## config.mk

```make
export PLATFORM = sky130hd
export DESIGN_NAME = ov7670_stream_gen
export DESIGN_NICKNAME = d
export VERILOG_FILES = /design/src/rtl/ov7670_pkg.sv /design/src/rtl/ov7670_pattern_rgb565.sv /design/src/rtl/ov7670_stream_gen.sv
export SDC_FILE = /design/constraint.sdc
export NUM_CORES = 1
export LEC_CHECK = 0
export CAP_MARGIN = 15
export CORE_MARGIN = 2
export CORE_UTILIZATION = 50
export DETAILED_ROUTE_END_ITERATION = 7
export PLACE_DENSITY = 0.69
export SYNTH_ARGS = -nofsm -noshare
export SYNTH_HDL_FRONTEND = slang
export SYNTH_SLANG_ARGS = --single-unit
```

## constraint.sdc

```tcl
create_clock -name clk -period 4.57 [get_ports clk]
set_input_delay 0.457 -clock clk [delete_from_list [all_inputs] [get_ports clk]]
set_output_delay 0.457 -clock clk [all_outputs]
set_load 0.005 [all_outputs]
```

## src/rtl/ov7670_pkg.sv

```systemverilog
// Shared definitions for the OV7670 pixel-bus stream generator.
//   state_e      : frame sequencing states
//   PAT_*        : pattern_sel codes
//   BAR_*        : RGB565 colours of the eight colour bars, left to right
//   bar_colour() : bar index -> RGB565 colour
package ov7670_pkg;

  // state     | meaning
  // ----------+------------------------------------------------
  // ST_IDLE   | no frame in progress, waiting for enable
  // ST_VSYNC  | vsync high, VSYNC_LINES lines
  // ST_VBACK  | blank lines between vsync and first active line
  // ST_ACTIVE | V_ACTIVE lines, pixel bytes in the first 2*H_ACTIVE clks
  // ST_VFRONT | blank lines after the last active line
  typedef enum logic [2:0] {
    ST_IDLE   = 3'd0,
    ST_VSYNC  = 3'd1,
    ST_VBACK  = 3'd2,
    ST_ACTIVE = 3'd3,
    ST_VFRONT = 3'd4
  } state_e;

  localparam logic [1:0] PAT_BARS  = 2'd0;
  localparam logic [1:0] PAT_GRAD  = 2'd1;
  localparam logic [1:0] PAT_FCNT  = 2'd2;
  localparam logic [1:0] PAT_FIXED = 2'd3;

  localparam logic [15:0] BAR_WHITE   = 16'hFFFF;
  localparam logic [15:0] BAR_YELLOW  = 16'hFFE0;
  localparam logic [15:0] BAR_CYAN    = 16'h07FF;
  localparam logic [15:0] BAR_GREEN   = 16'h07E0;
  localparam logic [15:0] BAR_MAGENTA = 16'hF81F;
  localparam logic [15:0] BAR_RED     = 16'hF800;
  localparam logic [15:0] BAR_BLUE    = 16'h001F;
  localparam logic [15:0] BAR_BLACK   = 16'h0000;

  function automatic logic [15:0] bar_colour(input logic [2:0] idx);
    logic [15:0] c;
    case (idx)
      3'd0:    c = BAR_WHITE;
      3'd1:    c = BAR_YELLOW;
      3'd2:    c = BAR_CYAN;
      3'd3:    c = BAR_GREEN;
      3'd4:    c = BAR_MAGENTA;
      3'd5:    c = BAR_RED;
      3'd6:    c = BAR_BLUE;
      default: c = BAR_BLACK;
    endcase
    return c;
  endfunction

endpackage

```

## src/rtl/ov7670_pattern_rgb565.sv

```systemverilog
// Combinational RGB565 test-pattern generator.
//   pattern   : pattern code (PAT_*)
//   x, y      : pixel coordinates inside the active window
//   frame_cnt : running frame counter
//   fixed_rgb : colour used by the fixed-colour pattern
//   pixel     : resulting 16-bit RGB565 pixel
module ov7670_pattern_rgb565
  import ov7670_pkg::*;
#(
  parameter int H_ACTIVE = 640
) (
  input  logic [1:0]  pattern,
  input  logic [15:0] x,
  input  logic [15:0] y,
  input  logic [15:0] frame_cnt,
  input  logic [15:0] fixed_rgb,
  output logic [15:0] pixel
);

  localparam int BAR_W = H_ACTIVE / 8;

  logic [15:0] bar_idx;
  logic [2:0]  bar_sel;

  always_comb begin
    bar_idx = x / 16'(BAR_W);
    // x never leaves the active window, the clamp only keeps the index well defined
    bar_sel = (bar_idx > 16'd7) ? 3'd7 : bar_idx[2:0];
    case (pattern)
      PAT_BARS: pixel = bar_colour(bar_sel);
      PAT_GRAD: pixel = x + y;
      PAT_FCNT: pixel = frame_cnt;
      default:  pixel = fixed_rgb;
    endcase
  end

endmodule

```

## src/rtl/ov7670_stream_gen.sv

```systemverilog
// OV7670 pixel-bus transmitter (VGA RGB565 timing) for sensor-less bring-up.
//   clk         : pixel-byte clock, two clocks per pixel
//   reset       : synchronous, active high
//   enable      : frames are generated while high; a started frame always completes
//   pattern_sel : pattern code, latched at frame start
//   fixed_rgb   : colour for the fixed pattern, latched at frame start
//   vsync       : high for the VSYNC lines
//   href        : high while d carries pixel bytes
//   d           : pixel byte, high byte first; zero while href is low
//   busy        : high while a frame is in progress
//   frame_done  : one-clock pulse on the final clock of a frame
module ov7670_stream_gen
  import ov7670_pkg::*;
#(
  parameter int H_ACTIVE    = 640,
  parameter int H_BLANK     = 144,
  parameter int V_ACTIVE    = 480,
  parameter int VSYNC_LINES = 3,
  parameter int V_BACK      = 17,
  parameter int V_FRONT     = 10
) (
  input  logic        clk,
  input  logic        reset,
  input  logic        enable,
  input  logic [1:0]  pattern_sel,
  input  logic [15:0] fixed_rgb,
  output logic        vsync,
  output logic        href,
  output logic [7:0]  d,
  output logic        busy,
  output logic        frame_done
);

  localparam int LINE_CLKS   = 2 * (H_ACTIVE + H_BLANK);
  localparam int FRAME_LINES = VSYNC_LINES + V_BACK + V_ACTIVE + V_FRONT;
  localparam int HW          = $clog2(LINE_CLKS);
  localparam int VW          = $clog2(FRAME_LINES);

  state_e        state_q, state_d;
  logic [HW-1:0] h_q, h_d;
  logic [VW-1:0] v_q, v_d;
  logic [15:0]   fcnt_q, fcnt_d;
  logic [1:0]    pat_q, pat_d;
  logic [15:0]   fixed_q, fixed_d;

  logic          h_wrap;
  logic          line_last;

  logic          vsync_q, href_q, busy_q, frame_done_q;
  logic [7:0]    d_q;
  logic          vsync_d, href_d, busy_d, frame_done_d;
  logic [7:0]    d_d;

  logic [15:0]   pixel;
  logic [15:0]   x_w;
  logic [15:0]   y_w;

  // Outputs are registered from the next-state view so that they line up
  // with the state/counter registers in the same clock.
  assign x_w = 16'(h_d >> 1);
  assign y_w = 16'(v_d);

  ov7670_pattern_rgb565 #(
    .H_ACTIVE (H_ACTIVE)
  ) u_pattern (
    .pattern   (pat_q),
    .x         (x_w),
    .y         (y_w),
    .frame_cnt (fcnt_q),
    .fixed_rgb (fixed_q),
    .pixel     (pixel)
  );

  always_comb begin
    state_d = state_q;
    h_d     = h_q;
    v_d     = v_q;
    fcnt_d  = fcnt_q;
    pat_d   = pat_q;
    fixed_d = fixed_q;

    h_wrap = (h_q == HW'(LINE_CLKS - 1));
    case (state_q)
      ST_VSYNC:  line_last = (v_q == VW'(VSYNC_LINES - 1));
      ST_VBACK:  line_last = (v_q == VW'(V_BACK - 1));
      ST_ACTIVE: line_last = (v_q == VW'(V_ACTIVE - 1));
      ST_VFRONT: line_last = (v_q == VW'(V_FRONT - 1));
      default:   line_last = 1'b0;
    endcase

    if (state_q == ST_IDLE) begin
      if (enable) begin
        state_d = ST_VSYNC;
        h_d     = '0;
        v_d     = '0;
        pat_d   = pattern_sel;
        fixed_d = fixed_rgb;
      end
    end else begin
      h_d = h_wrap ? '0 : h_q + HW'(1);
      if (h_wrap) begin
        if (line_last) begin
          v_d = '0;
          case (state_q)
            ST_VSYNC:  state_d = ST_VBACK;
            ST_VBACK:  state_d = ST_ACTIVE;
            ST_ACTIVE: state_d = ST_VFRONT;
            ST_VFRONT: begin
              fcnt_d = fcnt_q + 16'd1;
              // enable is only looked at here, so frames are never truncated
              if (enable) begin
                state_d = ST_VSYNC;
                pat_d   = pattern_sel;
                fixed_d = fixed_rgb;
              end else begin
                state_d = ST_IDLE;
              end
            end
            default:   state_d = ST_IDLE;
          endcase
        end else begin
          v_d = v_q + VW'(1);
        end
      end
    end

    vsync_d      = (state_d == ST_VSYNC);
    busy_d       = (state_d != ST_IDLE);
    href_d       = (state_d == ST_ACTIVE) && (h_d < HW'(2 * H_ACTIVE));
    frame_done_d = (state_d == ST_VFRONT) && (h_d == HW'(LINE_CLKS - 1))
                   && (v_d == VW'(V_FRONT - 1));
    if (href_d) d_d = h_d[0] ? pixel[7:0] : pixel[15:8];
    else        d_d = 8'h00;
  end

  always_ff @(posedge clk) begin
    if (reset) begin
      state_q      <= ST_IDLE;
      h_q          <= '0;
      v_q          <= '0;
      fcnt_q       <= '0;
      pat_q        <= PAT_BARS;
      fixed_q      <= '0;
      vsync_q      <= 1'b0;
      href_q       <= 1'b0;
      busy_q       <= 1'b0;
      frame_done_q <= 1'b0;
      d_q          <= 8'h00;
    end else begin
      state_q      <= state_d;
      h_q          <= h_d;
      v_q          <= v_d;
      fcnt_q       <= fcnt_d;
      pat_q        <= pat_d;
      fixed_q      <= fixed_d;
      vsync_q      <= vsync_d;
      href_q       <= href_d;
      busy_q       <= busy_d;
      frame_done_q <= frame_done_d;
      d_q          <= d_d;
    end
  end

  assign vsync      = vsync_q;
  assign href       = href_q;
  assign d          = d_q;
  assign busy       = busy_q;
  assign frame_done = frame_done_q;

endmodule
```

==> impl_metrics.py <==
metrics = {
    "status": {
        "outcome": "finished, final reports clean",
    },
    "floorplan": {
        "coreArea_mm2": 0.008299,
        "start_util_pct": 52.24,
        "die-area_mm2": 0.009431,
        "core.rowCount": 33,
        "io_pins": 33,
        "fp.dieH_um": 97.12,
        "fp.dieW_um": 97.12,
    },
    "yosys": {
        "synth_top_area_share_pct": 31.86,
        "synth-main-ff-cell": "dfxtp_1",
        "synth_compound_area_share_pct": 22.97,
        "netlist_area_mm2": 0.004335,
        "synth_top_family_by_area": "simple AND/OR/NAND/NOR gates",
        "seq_area_frac_synth_pct": 31.86,
        "syn_inst": 526,
        "synth-xor-area-share_pct": 4.848,
        "ys_types": 75,
        "syn_area_per_cell_um2": 8.242,
        "ys_seq_elements": 69,
        "synth-simple-area-share_pct": 25.66,
        "synth-edff-count": 0,
        "synthArstFlopShare_pct": 0,
        "yosys_warnings": 0,
        "synth-adder-area-share_pct": 4.185,
        "synth_nets": 560,
        "synth_area_leaders": "dfxtp_1, nor2_1, mux2i_1",
        "synthMuxAreaShare_pct": 5.772,
        "yosysTopAreaCell": "dfxtp_1",
    },
    "finish": {
        "fin_util_pct": 59.84,
        "final_common_cell": "nor2_1",
        "nFillCells": 761,
        "drive_above_1_share_pct": 9.206,
        "nNetsFinal": 583,
        "final_cell_mix": "nor2_1, dfxtp_1, nand2_1",
        "diodes": 0,
        "syn_to_final_growth_pct": 14.55,
    },
    "detailed_routing": {
        "firstDrtPassIters": 5,
        "vias_per_cell": 6.243,
        "routed-via-count": 4114,
        "drc": 0,
        "ant_nets": 0,
        "drt-initial-drc-count": 276,
        "avgRoutedWirePerCell_um": 17.90,
        "wirelength_mm": 11.79,
    },
    "global_route": {
        "grt_overflow_total": 0,
        "grt_pass1_vias": 3909,
        "antenna_found_initial": 0,
        "grt_usage_pct": 25.37,
        "grt_pass1_wl_mm": 19.69,
        "grt_max_degree": 37,
    },
    "critical_path": {
        "crit_chain": "or4b_1 > a21oi_1 > a32o_2 > and3_1 > o41a_1 > inv_1 > ha_1 > fa_1 > a211oi_1 > nor2_1 > o31a_1 > o311a_1 > o21ai_1 > o21ai_0 > o2111ai_1 > o211ai_1",
        "worstSetupStartpointType": "flop",
        "cp_max_fo": 13,
        "path_buf_inv": 1,
        "path_delay_family": "compound AO/OA/AOI/OAI gates",
        "cp.required_ns": 4.78,
        "arrival_ns": 4.41,
        "crit_type": "flop to flop",
        "critical-path-slowest-cell": "dfxtp_1",
        "slowest_delay_ns": 0.57,
        "endpoint_kind": "flop",
    },
    "clocking": {
        "cts_num_sinks": 69,
        "cts_tree": "built",
        "clk_latency_ns": 0.34,
        "clk_pin_slew_ns": 0.08,
        "clockRootBuffer": "clkbuf_8",
        "cts_made_buffers": 9,
        "clockBufferDepth": 2,
        "htree_levels": 3,
    },
    "timing": {
        "tightest_slew_ns": 0.9407,
        "timing.slew.headroom_pct": 36.81,
        "setup_viol": 0,
        "rsz0062_at_grt": "false",
        "period_share_pct": 91.98,
        "fin_worst_skew_ns": 0.008111,
        "tns_ns": 0,
        "timing.fmax_mhz": 237.9,
        "whs_ns": 0.5042,
        "period_needed_ns": 4.203,
        "final_max_slew_viol_count": 0,
        "finalHoldViolations": 0,
    },
    "pwr": {
        "irDropWorstVdd_v": 0.0001963,
        "p_leak_nw": 1.863,
        "power_density_mw_per_mm2": 264.4,
        "total_power_mw": 1.313,
    },
    "flow_run": {
        "max_cap_viol_count": 0,
    },
    "place": {
        "place.gp.congestion": 0.9686,
        "hpwl_mm": 8.681,
        "port_buffers": 32,
    },
    "hold_path": {
        "min_path_type": "flop to flop",
    },
}
[registers in the layout, summed over array words and instances, names as in the netlist]
name and flops:
h_q 11, v_q 9, state_q 3, fcnt_q 16, vsync 1, href 1
pat_q 2, frame_done 1, fixed_q 16, busy 1, d 8
[Yosys cell counts, types with 2 or more instances]
master / n
nor2_1: 78
a31oi_1: 7
dfxtp_1: 69
nor4_1: 6
and2_1: 2
xnor2_1: 11
o311ai_0: 4
ha_1: 12
o211ai_1: 7
o21a_1: 2
o221ai_1: 3
nor3b_1: 3
nand3_1: 15
nor2b_1: 16
or3_1: 4
a21o_1: 3
mux2i_1: 25
inv_1: 13
o31a_1: 4
a2111oi_4: 3
a22o_1: 6
buf_6: 2
or4_1: 3
o2111ai_1: 5
nor3_1: 12
or4b_1: 2
a32oi_1: 2
a211oi_1: 6
o311a_1: 4
nand2_1: 40
and4_1: 7
and3_1: 8
a2111oi_0: 2
xor2_1: 13
a31o_2: 2
nand4_1: 11
o31ai_1: 6
clkbuf_1: 18
a221oi_1: 2
o21ai_0: 26
a21oi_1: 18
a211o_1: 2
nand3b_1: 2
buf_2: 9
[power breakdown]
group	leakage (nW)	internal, mW	switching [mW]
combinational	1.20	0.0531	0.0733
sequential	0.560	0.614	0.0133
clock	0.102	0.309	0.251
[cell type report]
cell class / count / area [um^2] / area share (%)
clock buffers: 9 / 123.9 / 2.494
clock inverters: 7 / 100.1 / 2.016
inverters: 14 / 52.55 / 1.058
multi-input cells: 411 / 2769 / 55.76
flip-flops and latches: 69 / 1384 / 27.87
well taps: 105 / 131.4 / 2.646
repair buffers: 44 / 405.4 / 8.163
[metrics by stage]
step	area, um^2	instances	setup slack (ns)
after detailed placement	4721	643	0.1597
after floorplan	4335	526	0.5429
final	4966	659	0.3667
after global routing	4966	659	0.01249
after CTS	4945	659	0.1146
after global placement	4721	643	0.3534
[worst register-to-register path: cells and delay by family (launching register included)]
| kind | cells | cell delay [ns] |
|---|---|---|
| compound gates | 10 | 2.01 |
| buf+inv | 1 | 0.06 |
| simple gates | 3 | 0.79 |
| fa+ha+maj | 2 | 0.63 |
| flops | 1 | 0.57 |
[worst paths after layout]
kind | start | end | slack (ns) | depth (start not counted)
worst max-delay path | state_q[2] | d[2] | 0.37 | 16
worst min register to register | fixed_q[4] | fixed_q[4] | 0.50 | 2
worst max register to register | state_q[2] | d[2] | 0.37 | 16
worst min-delay path | fixed_q[4] | fixed_q[4] | 0.50 | 2
[what timing repair did]
action / 4_1_cts / 5_1_grt
hold buffers: 0 / 0
endpoints found under the setup margin: 0 / 3
gates resized for setup: 0 / 8
setup buffers: 0 / 0
[routing by layer]
layer | track usage, % | vias up | wire (um) | share of wire, %
met5 | 0 | - | 0 | 0
met4 | 7.692 | 0 | 206 | 1.7
met3 | 3.813 | 21 | 810 | 6.9
met2 | 38.41 | 171 | 5178 | 44
met1 | 37.23 | 1930 | 5598 | 47
li1 | - | 1992 | - | -
[cell families (layout without fill, tap and decap cells)]
logic type               after synthesis  count (layout)
XOR/XNOR                              24              24
multiplexers                          25              25
flip-flops                            69              69
buffers and inverters                 46              74
adder cells (fa/ha/maj)               14              14
AO/OA/AOI/OAI                        129             129
AND/OR/NAND/NOR                      219             219
No activity file was read; power rests on OpenSTA's default activity.
